--- config.mk ---
export PLATFORM = sky130hd
export DESIGN_NAME = fp_add_scheduler_flat
export DESIGN_NICKNAME = d
export VERILOG_FILES = /design/src/rtl/fp_add_scheduler_if.sv /design/src/rtl/fp_add_scheduler.sv /design/src/flat_wrapper.sv
export SDC_FILE = /design/constraint.sdc
export NUM_CORES = 1
export LEC_CHECK = 0
export ABC_AREA = 1
export BUFFER_PORTS_ARGS = -buffer_cell sky130_fd_sc_hd__buf_2
export CORE_MARGIN = 10
export CORE_UTILIZATION = 30
export DETAILED_ROUTE_END_ITERATION = 8
export HOLD_SLACK_MARGIN = 0.12
export REMOVE_ABC_BUFFERS = 1
export SETUP_SLACK_MARGIN = 0.02
export SLEW_MARGIN = 10
export SYNTH_ARGS = -nofsm -noshare
export SYNTH_HDL_FRONTEND = slang
export SYNTH_SLANG_ARGS = --single-unit
--- constraint.sdc ---
create_clock -name clk -period 2.93 [get_ports clk]
set_clock_uncertainty 0.1 [all_clocks]
set_input_delay 0.1465 -clock clk [delete_from_list [all_inputs] [get_ports clk]]
set_output_delay 0.1465 -clock clk [all_outputs]
set_load 0.03 [all_outputs]
--- src/rtl/fp_add_scheduler_if.sv ---
// Bundle of issue-port, datapath-control and response signals for fp_add_scheduler.
// master = surrounding issue logic / datapath / consumer; slave = the scheduler.
interface fp_add_scheduler_if;
    logic [1:0]       req_valid;
    logic [1:0]       req_ready;
    logic [1:0][31:0] req_op1;
    logic [1:0][31:0] req_op2;
    logic [1:0]       req_sub;

    logic [31:0]      dp_op1;
    logic [31:0]      dp_op2;
    logic             dp_sub;
    logic             dp_align_en;
    logic             dp_add_en;
    logic             dp_norm_en;
    logic             dp_sign_en;
    logic             dp_norm_done;
    logic [31:0]      dp_result;

    logic             rsp_valid;
    logic             rsp_ready;
    logic             rsp_id;
    logic [31:0]      rsp_result;
    logic             rsp_err;
    logic             busy;

    modport master (
        output req_valid, req_op1, req_op2, req_sub, dp_norm_done, dp_result, rsp_ready,
        input  req_ready, dp_op1, dp_op2, dp_sub, dp_align_en, dp_add_en, dp_norm_en,
               dp_sign_en, rsp_valid, rsp_id, rsp_result, rsp_err, busy
    );

    modport slave (
        input  req_valid, req_op1, req_op2, req_sub, dp_norm_done, dp_result, rsp_ready,
        output req_ready, dp_op1, dp_op2, dp_sub, dp_align_en, dp_add_en, dp_norm_en,
               dp_sign_en, rsp_valid, rsp_id, rsp_result, rsp_err, busy
    );
endinterface

--- src/rtl/fp_add_scheduler.sv ---
// Round-robin scheduler sequencing a shared FP add datapath ALIGN->ADD->NORM->SIGN.
// Optional macro FP_SCHED_ZERO_BYPASS_EN: zero-operand requests skip the datapath.
module fp_add_scheduler #(
    parameter int unsigned NORM_MAX_CYCLES = 24
) (
    input logic               clk,
    input logic               rst,
    fp_add_scheduler_if.slave bus
);

    typedef enum logic [2:0] {
        S_IDLE,
        S_ALIGN,
        S_ADD,
        S_NORM,
        S_SIGN,
        S_DONE
    } state_t;

    localparam logic [4:0] NORM_LAST = 5'(NORM_MAX_CYCLES - 1);

    state_t      r_state;
    state_t      w_next_state;
    logic        r_last_grant;
    logic [4:0]  r_norm_cnt;
    logic [31:0] r_dp_op1;
    logic [31:0] r_dp_op2;
    logic        r_dp_sub;
    logic        r_rsp_id;
    logic [31:0] r_rsp_result;
    logic        r_rsp_err;

    logic        w_any;
    logic        w_grant;
    logic        w_accept;
    logic [31:0] w_sel_op1;
    logic [31:0] w_sel_op2;
    logic        w_sel_sub;
    logic        w_norm_timeout;
    logic        w_bypass;
    logic [31:0] w_bypass_result;

    // Alternate on contention, otherwise serve whichever requester is asking.
    assign w_any     = |bus.req_valid;
    assign w_grant   = (bus.req_valid == 2'b11) ? ~r_last_grant : bus.req_valid[1];
    assign w_accept  = (r_state == S_IDLE) && w_any;
    assign w_sel_op1 = bus.req_op1[w_grant];
    assign w_sel_op2 = bus.req_op2[w_grant];
    assign w_sel_sub = bus.req_sub[w_grant];

    // A normalizer that reports done on its last allowed cycle is not a timeout.
    assign w_norm_timeout = !bus.dp_norm_done && (r_norm_cnt == NORM_LAST);

`ifdef FP_SCHED_ZERO_BYPASS_EN
    logic w_op1_zero;
    logic w_op2_zero;

    assign w_op1_zero = (w_sel_op1[30:0] == 31'b0);
    assign w_op2_zero = (w_sel_op2[30:0] == 31'b0);
    assign w_bypass   = w_op1_zero || w_op2_zero;

    always_comb begin
        w_bypass_result = w_sel_op1;
        if (w_op1_zero && w_op2_zero) begin
            w_bypass_result = {w_sel_op1[31] & (w_sel_op2[31] ^ w_sel_sub), 31'b0};
        end else if (w_op1_zero) begin
            w_bypass_result = {w_sel_op2[31] ^ w_sel_sub, w_sel_op2[30:0]};
        end
    end
`else
    assign w_bypass        = 1'b0;
    assign w_bypass_result = 32'b0;
`endif

    // NOTE: every signal driven here gets a default first so no path infers a latch.
    always_comb begin
        w_next_state    = r_state;
        bus.req_ready   = 2'b00;
        bus.dp_align_en = 1'b0;
        bus.dp_add_en   = 1'b0;
        bus.dp_norm_en  = 1'b0;
        bus.dp_sign_en  = 1'b0;
        bus.rsp_valid   = 1'b0;
        unique case (r_state)
            S_IDLE: begin
                if (w_any) begin
                    bus.req_ready[w_grant] = 1'b1;
                    w_next_state = w_bypass ? S_DONE : S_ALIGN;
                end
            end
            S_ALIGN: begin
                bus.dp_align_en = 1'b1;
                w_next_state    = S_ADD;
            end
            S_ADD: begin
                bus.dp_add_en = 1'b1;
                w_next_state  = S_NORM;
            end
            S_NORM: begin
                bus.dp_norm_en = 1'b1;
                if (bus.dp_norm_done || (r_norm_cnt == NORM_LAST)) begin
                    w_next_state = S_SIGN;
                end
            end
            S_SIGN: begin
                bus.dp_sign_en = 1'b1;
                w_next_state   = S_DONE;
            end
            S_DONE: begin
                bus.rsp_valid = 1'b1;
                if (bus.rsp_ready) begin
                    w_next_state = S_IDLE;
                end
            end
            default: w_next_state = S_IDLE;
        endcase
    end

    // NOTE: state elements use non-blocking assignments so every flop samples pre-edge values.
    always_ff @(posedge clk or posedge rst) begin
        if (rst) begin
            r_state <= S_IDLE;
        end else begin
            r_state <= w_next_state;
        end
    end

    always_ff @(posedge clk or posedge rst) begin
        if (rst) begin
            r_last_grant <= 1'b1;
            r_norm_cnt   <= 5'd0;
            r_dp_op1     <= 32'b0;
            r_dp_op2     <= 32'b0;
            r_dp_sub     <= 1'b0;
            r_rsp_id     <= 1'b0;
            r_rsp_result <= 32'b0;
            r_rsp_err    <= 1'b0;
        end else begin
            if (w_accept) begin
                r_dp_op1     <= w_sel_op1;
                r_dp_op2     <= w_sel_op2;
                r_dp_sub     <= w_sel_sub;
                r_rsp_id     <= w_grant;
                r_last_grant <= w_grant;
                r_rsp_err    <= 1'b0;
                if (w_bypass) begin
                    r_rsp_result <= w_bypass_result;
                end
            end

            if (r_state == S_ADD) begin
                r_norm_cnt <= 5'd0;
            end else if (r_state == S_NORM) begin
                r_norm_cnt <= r_norm_cnt + 5'd1;
                if (w_norm_timeout) begin
                    r_rsp_err <= 1'b1;
                end
            end

            if (r_state == S_SIGN) begin
                r_rsp_result <= bus.dp_result;
            end
        end
    end

    assign bus.dp_op1     = r_dp_op1;
    assign bus.dp_op2     = r_dp_op2;
    assign bus.dp_sub     = r_dp_sub;
    assign bus.rsp_id     = r_rsp_id;
    assign bus.rsp_result = r_rsp_result;
    assign bus.rsp_err    = r_rsp_err;
    assign bus.busy       = (r_state != S_IDLE);

endmodule

--- src/flat_wrapper.sv ---
// flat-port wrapper written by rule: the top's interface ports become plain ports
module fp_add_scheduler_flat 
#(
    parameter int unsigned NORM_MAX_CYCLES = 24
)
  (clk, rst, bus_req_valid, bus_req_op1, bus_req_op2, bus_req_sub, bus_dp_norm_done, bus_dp_result, bus_rsp_ready, bus_req_ready, bus_dp_op1, bus_dp_op2, bus_dp_sub, bus_dp_align_en, bus_dp_add_en, bus_dp_norm_en, bus_dp_sign_en, bus_rsp_valid, bus_rsp_id, bus_rsp_result, bus_rsp_err, bus_busy);
  fp_add_scheduler_if bus_i ();
  input logic clk;
  input logic rst;
  input wire logic [$bits(bus_i.req_valid)-1:0] bus_req_valid;
  input wire logic [$bits(bus_i.req_op1)-1:0] bus_req_op1;
  input wire logic [$bits(bus_i.req_op2)-1:0] bus_req_op2;
  input wire logic [$bits(bus_i.req_sub)-1:0] bus_req_sub;
  input wire logic [$bits(bus_i.dp_norm_done)-1:0] bus_dp_norm_done;
  input wire logic [$bits(bus_i.dp_result)-1:0] bus_dp_result;
  input wire logic [$bits(bus_i.rsp_ready)-1:0] bus_rsp_ready;
  output wire logic [$bits(bus_i.req_ready)-1:0] bus_req_ready;
  output wire logic [$bits(bus_i.dp_op1)-1:0] bus_dp_op1;
  output wire logic [$bits(bus_i.dp_op2)-1:0] bus_dp_op2;
  output wire logic [$bits(bus_i.dp_sub)-1:0] bus_dp_sub;
  output wire logic [$bits(bus_i.dp_align_en)-1:0] bus_dp_align_en;
  output wire logic [$bits(bus_i.dp_add_en)-1:0] bus_dp_add_en;
  output wire logic [$bits(bus_i.dp_norm_en)-1:0] bus_dp_norm_en;
  output wire logic [$bits(bus_i.dp_sign_en)-1:0] bus_dp_sign_en;
  output wire logic [$bits(bus_i.rsp_valid)-1:0] bus_rsp_valid;
  output wire logic [$bits(bus_i.rsp_id)-1:0] bus_rsp_id;
  output wire logic [$bits(bus_i.rsp_result)-1:0] bus_rsp_result;
  output wire logic [$bits(bus_i.rsp_err)-1:0] bus_rsp_err;
  output wire logic [$bits(bus_i.busy)-1:0] bus_busy;
  assign bus_i.req_valid = bus_req_valid;
  assign bus_i.req_op1 = bus_req_op1;
  assign bus_i.req_op2 = bus_req_op2;
  assign bus_i.req_sub = bus_req_sub;
  assign bus_i.dp_norm_done = bus_dp_norm_done;
  assign bus_i.dp_result = bus_dp_result;
  assign bus_i.rsp_ready = bus_rsp_ready;
  assign bus_req_ready = bus_i.req_ready;
  assign bus_dp_op1 = bus_i.dp_op1;
  assign bus_dp_op2 = bus_i.dp_op2;
  assign bus_dp_sub = bus_i.dp_sub;
  assign bus_dp_align_en = bus_i.dp_align_en;
  assign bus_dp_add_en = bus_i.dp_add_en;
  assign bus_dp_norm_en = bus_i.dp_norm_en;
  assign bus_dp_sign_en = bus_i.dp_sign_en;
  assign bus_rsp_valid = bus_i.rsp_valid;
  assign bus_rsp_id = bus_i.rsp_id;
  assign bus_rsp_result = bus_i.rsp_result;
  assign bus_rsp_err = bus_i.rsp_err;
  assign bus_busy = bus_i.busy;
  fp_add_scheduler #(.NORM_MAX_CYCLES(NORM_MAX_CYCLES)) u_core (.clk(clk), .rst(rst), .bus(bus_i));
endmodule
Word-level counts from Yosys, hierarchy flattened

Index checks and enable logic that the tools add are counted.

Add/sub/neg operators: 1
Order comparisons: 2
Eq/ne operators: 10
Multiplexer cells: 26
Bitwise operators: 1
Reductions and logical operators: 10

Operators by type and width:

| kind                  | count |
|---|---|
| $mux W32              | 4 |
| $pmux W3 S6           | 1 |
| $mux W1               | 13 |
| $mux W5               | 2 |
| $mux W3               | 3 |
| $eq A3 B2 Y1 const B  | 2 |
| $eq A3 B3 Y1 const B  | 2 |
| $add A5 B1 Y5 const B | 1 |
| $eq A5 B5 Y1 const B  | 1 |
| $mux W2               | 2 |
| $ne A2 B1 Y1 const B  | 2 |
| $eq A3 B1 Y1 const B  | 1 |
| $logic_and A1 B1 Y1   | 3 |
| $logic_not A3 Y1      | 1 |
| $reduce_and A3 Y1     | 1 |
| $reduce_bool A3 Y1    | 1 |
| $eq A2 B2 Y1 const B  | 1 |
| $lt A1 B2 Y1 const B  | 1 |
| $ne A2 B2 Y1 const B  | 1 |
| $reduce_bool A2 Y1    | 1 |
| $reduce_or A2 Y1      | 1 |
| $demux W1 S1          | 1 |
| $ge A1 B1 Y1 const B  | 1 |
| $logic_not A1 Y1      | 1 |
| other kinds (2)       | 2 |

Bits in registers: 108
Bits of input ports: 168
Output and inout bits: 107
Word-level logic and storage cells: 59

Depth between registers and ports, before layout

Depth in word-level cells: 8
Depth in mapped cells: 8

Worst setup path before layout

Ideal clock, no wire load.

Path kind: register to register
Start: register u_core.r_state[0]
End: register u_core.r_dp_op1[0], in the netlist u_core.bus.dp_op1[0]
Arrival: 1.355 ns
Path slack: 1.406 ns
Cell stages (with the launch flop): 8
Cell sequence: dfrtp_1 > buf_2 > nor2_4 > nand2_2 > nor2_2 > buf_2 > nand2_1 > nand3_1

Longest elaborated chain between the ends: 2

Ends and longest elaborated chain:

| element                | RTL line                | RTL |
|---|---|---|
| start, declared        | fp_add_scheduler.sv:22  | `state_t r_state;` |
| start signal, assigned | fp_add_scheduler.sv:124 | `r_state <= w_next_state;` |
| $logic_not A3 Y1       | fp_add_scheduler.sv:46  | `assign w_accept = (r_state == S_IDLE) && w_any;` |
| $logic_and A1 B1 Y1    | fp_add_scheduler.sv:46  |  |
| end signal, assigned   | fp_add_scheduler.sv:140 | `r_dp_op1 <= w_sel_op1;` |
| end, declared          | fp_add_scheduler.sv:26  | `logic [31:0] r_dp_op1;` |

No other way between the ends.
A chain may end at the register's enable or synchronous reset.

Worst setup path after layout

Start: register u_core.r_state[0]
End: register u_core.r_dp_op1[23], in the netlist u_core.bus.dp_op1[23]

The elaborated chain is that of the path after synthesis.

==> flow_summary.json <==
{
  "r2r_slack_ns": 0.58,
  "status": "finished clean",
  "power_density_nw_per_um2": 1090,
  "die_y_um": 144,
  "place_congestion": 0.780,
  "cp.arrival_ns": 2.54,
  "numCtsBuffers": 9,
  "r2r-start": "u_core.r_state[0]$_DFFE_PP0P_",
  "port_buffers": 274,
  "mostFrequentLayoutCell": "nand2_1",
  "synthCells": 565,
  "synth_top_flop_cell": "dfrtp_1",
  "crit_end": "u_core.bus.dp_op1[23]$_DFFE_PP0P_",
  "fin_total_pwr_mw": 8.84,
  "postRouteAntennaNets": 0,
  "start_util_pct": 30.5,
  "min_delay_path_depth": 7,
  "vias": 5346,
  "dr.pass1.iters": 4,
  "setup_slack_ns": 0.584,
  "globalRouteTotalUtil_pct": 17.1,
  "wl_per_cell_um": 15.2,
  "dpl_cell_area_um2": 6150,
  "end_kind": "flip-flop",
  "cts_tree": "done",
  "gr-total-overflow": 0,
  "async_flop_share_pct": 100,
  "synth-edff-count": 0,
  "drtIter0Drc": 219,
  "worst_pin_slew_ns": 0.807,
  "fin_area_um2": 8120,
  "required_ns": 3.12,
  "grt_pass1_wl_um": 28700,
  "crit_fanout": 68,
  "path_class": "flip-flop to flip-flop",
  "nNetsFinal": 1164,
  "ys_seq_elements": 108,
  "clockBufferDepth": 2,
  "slew_headroom_pct": 46.2,
  "drv_cap": 0,
  "synth_warnings": 0,
  "synth_cell_type_count": 22,
  "ios": 275,
  "hold_viol": 0,
  "fin_crit_sh_pct": 80.1,
  "clockRootBuffer": "clkbuf_16",
  "antenna_found_initial": 1,
  "design.core.area_um2": 15100,
  "syn2layout_area_growth_pct": 75.5,
  "clk_pin_slew_ns": 0.08,
  "dp_hpwl_um": 12000,
  "cp-startpoint": "u_core.r_state[0]$_DFFE_PP0P_",
  "drc": 0,
  "htree_levels": 3,
  "final_cell_mix": "nand2_1, buf_2, dlygate4sd3_1, dfrtp_1, nand3_1",
  "die-area_um2": 20800,
  "peakVddDrop_mv": 0.583,
  "max_freq_ghz": 0.426,
  "die_w_um": 144,
  "wl_um": 18000,
  "grt_setup_unrepaired": "false",
  "ys_seq_area_share_pct": 58.5,
  "clock_latency_ns": 0.35,
  "syn-cell-area_um2": 4630,
  "drv_slew": 0,
  "drive_gt1_share_pct": 30.8,
  "holdWs_ns": 0.243,
  "cts.sinks": 108,
  "fin_crit_ns": 2.35,
  "rr_worst_depth": 6,
  "rows": 45,
  "via_per_inst": 4.50,
  "grt_start_max_net_pins": 69,
  "power.leakage_nw": 4.42,
  "grt_pass1_vias": 5616,
  "crit_path_start_kind": "flip-flop",
  "setup_violations": 0,
  "min_path_type": "primary input to flip-flop",
  "place_worst_setup_slack_ns": 1.18,
  "r2r_end": "u_core.bus.dp_op1[23]$_DFFE_PP0P_",
  "avgSynthCellArea_um2": 8.19
}
worst min path at each step:
stage / from / slack [ns] / end
finish: bus_req_valid[0] / 0.24 / u_core.r_state[2]$_DFFE_PP0P_
global route: bus_req_valid[1] / 0.30 / u_core.r_state[0]$_DFFE_PP0P_
CTS: bus_req_valid[1] / 0.23 / u_core.r_state[2]$_DFFE_PP0P_
detailed placement: bus_dp_result[16] / 0.24 / u_core.bus.rsp_result[16]$_DFFE_PP0P_
global placement: bus_dp_result[24] / 0.24 / u_core.bus.rsp_result[24]$_DFFE_PP0P_
floorplan: bus_dp_norm_done / 0.14 / u_core.bus.rsp_err$_DFF_PP0_
flip-flops by register name (all words and copies together), names as in the netlist:
name and cells:
u_core.bus.dp_op1 32, u_core.r_last_grant 1, u_core.bus.dp_op2 32, u_core.r_norm_cnt 5, u_core.bus.rsp_result 32, u_core.bus.rsp_err 1, u_core.bus.dp_sub 1, u_core.bus.rsp_id 1
u_core.r_state 3
area by class of cell:
| class | instances | area (um2) |
|---|---|---|
| inverter | 15 | 58.8 |
| clock inverter | 6 | 71.3 |
| clock buffer | 10 | 239 |
| tap | 188 | 235 |
| antenna | 1 | 2.50 |
| multi-input combinational | 413 | 1700 |
| timing repair buffer | 448 | 3100 |
| sequential | 108 | 2700 |
| fill | 1360 | 7030 |
stage by stage:
stage,util (%),std cells,TNS (ns)
2_1_floorplan,-,536,-49.64
3_3_place_gp,40.6,1007,0
3_5_place_dp,40.6,1007,0
4_1_cts,53.6,1188,0
5_1_grt,53.6,1188,0
6_report,53.6,1189,0
metal layers:
| metal | global-route usage (%) | share of wire [%] | wire length, um |
|---|---|---|---|
| met5 | 0 | 0 | 0 |
| met4 | 6.38 | 2.3 | 416 |
| met3 | 6.13 | 10 | 1840 |
| met2 | 26.7 | 45 | 8140 |
| met1 | 21.2 | 42 | 7640 |
cell families (layout without fill, tap and decap cells):
family                   Yosys count  count (layout)  synth area share [%]
flip-flops                       108             108                  58.5
other                              0               1                     0
buffers and inverters             44             479                  4.95
adder cells (fa/ha/maj)            1               1                 0.270
AO/OA/AOI/OAI                      6               6                 0.838
AND/OR/NAND/NOR                  406             406                  35.5
report_power, final:
part / total (mW) / switching (mW) / internal, mW / leakage [nW]
combinational: 4.95 / 3.00 / 1.95 / 2.94
sequential: 2.60 / 0.390 / 2.21 / 1.33
clock: 1.28 / 0.584 / 0.696 / 0.151
worst max-delay path, stage by stage, from the launching register on:
cell           delay [ns]
dfrtp_1              0.49
nor2_4               0.08
nand3_2              0.12
buf_4                0.60
nand2_1              0.12
nand3_1              0.13
dlygate4sd3_1        0.57
cell usage after synthesis (3+ instances only):
cell	instances	area [um2]
inv_1	14	52.6
nor2_1	11	41.3
buf_2	12	60.1
buf_4	5	37.5
buf_6	4	45.0
a21oi_1	3	15.0
nand2_1	316	1190
nand3_1	70	350
clkbuf_1	8	30.0
dfrtp_1	107	2680
what timing repair did:
action	in CTS	in global routing
hold endpoints to repair	161	0
hold buffers	165	0
buffers inserted	0	0
gates resized for setup	0	0
setup endpoints to repair	0	0
No activity file was read; power rests on OpenSTA's default activity.
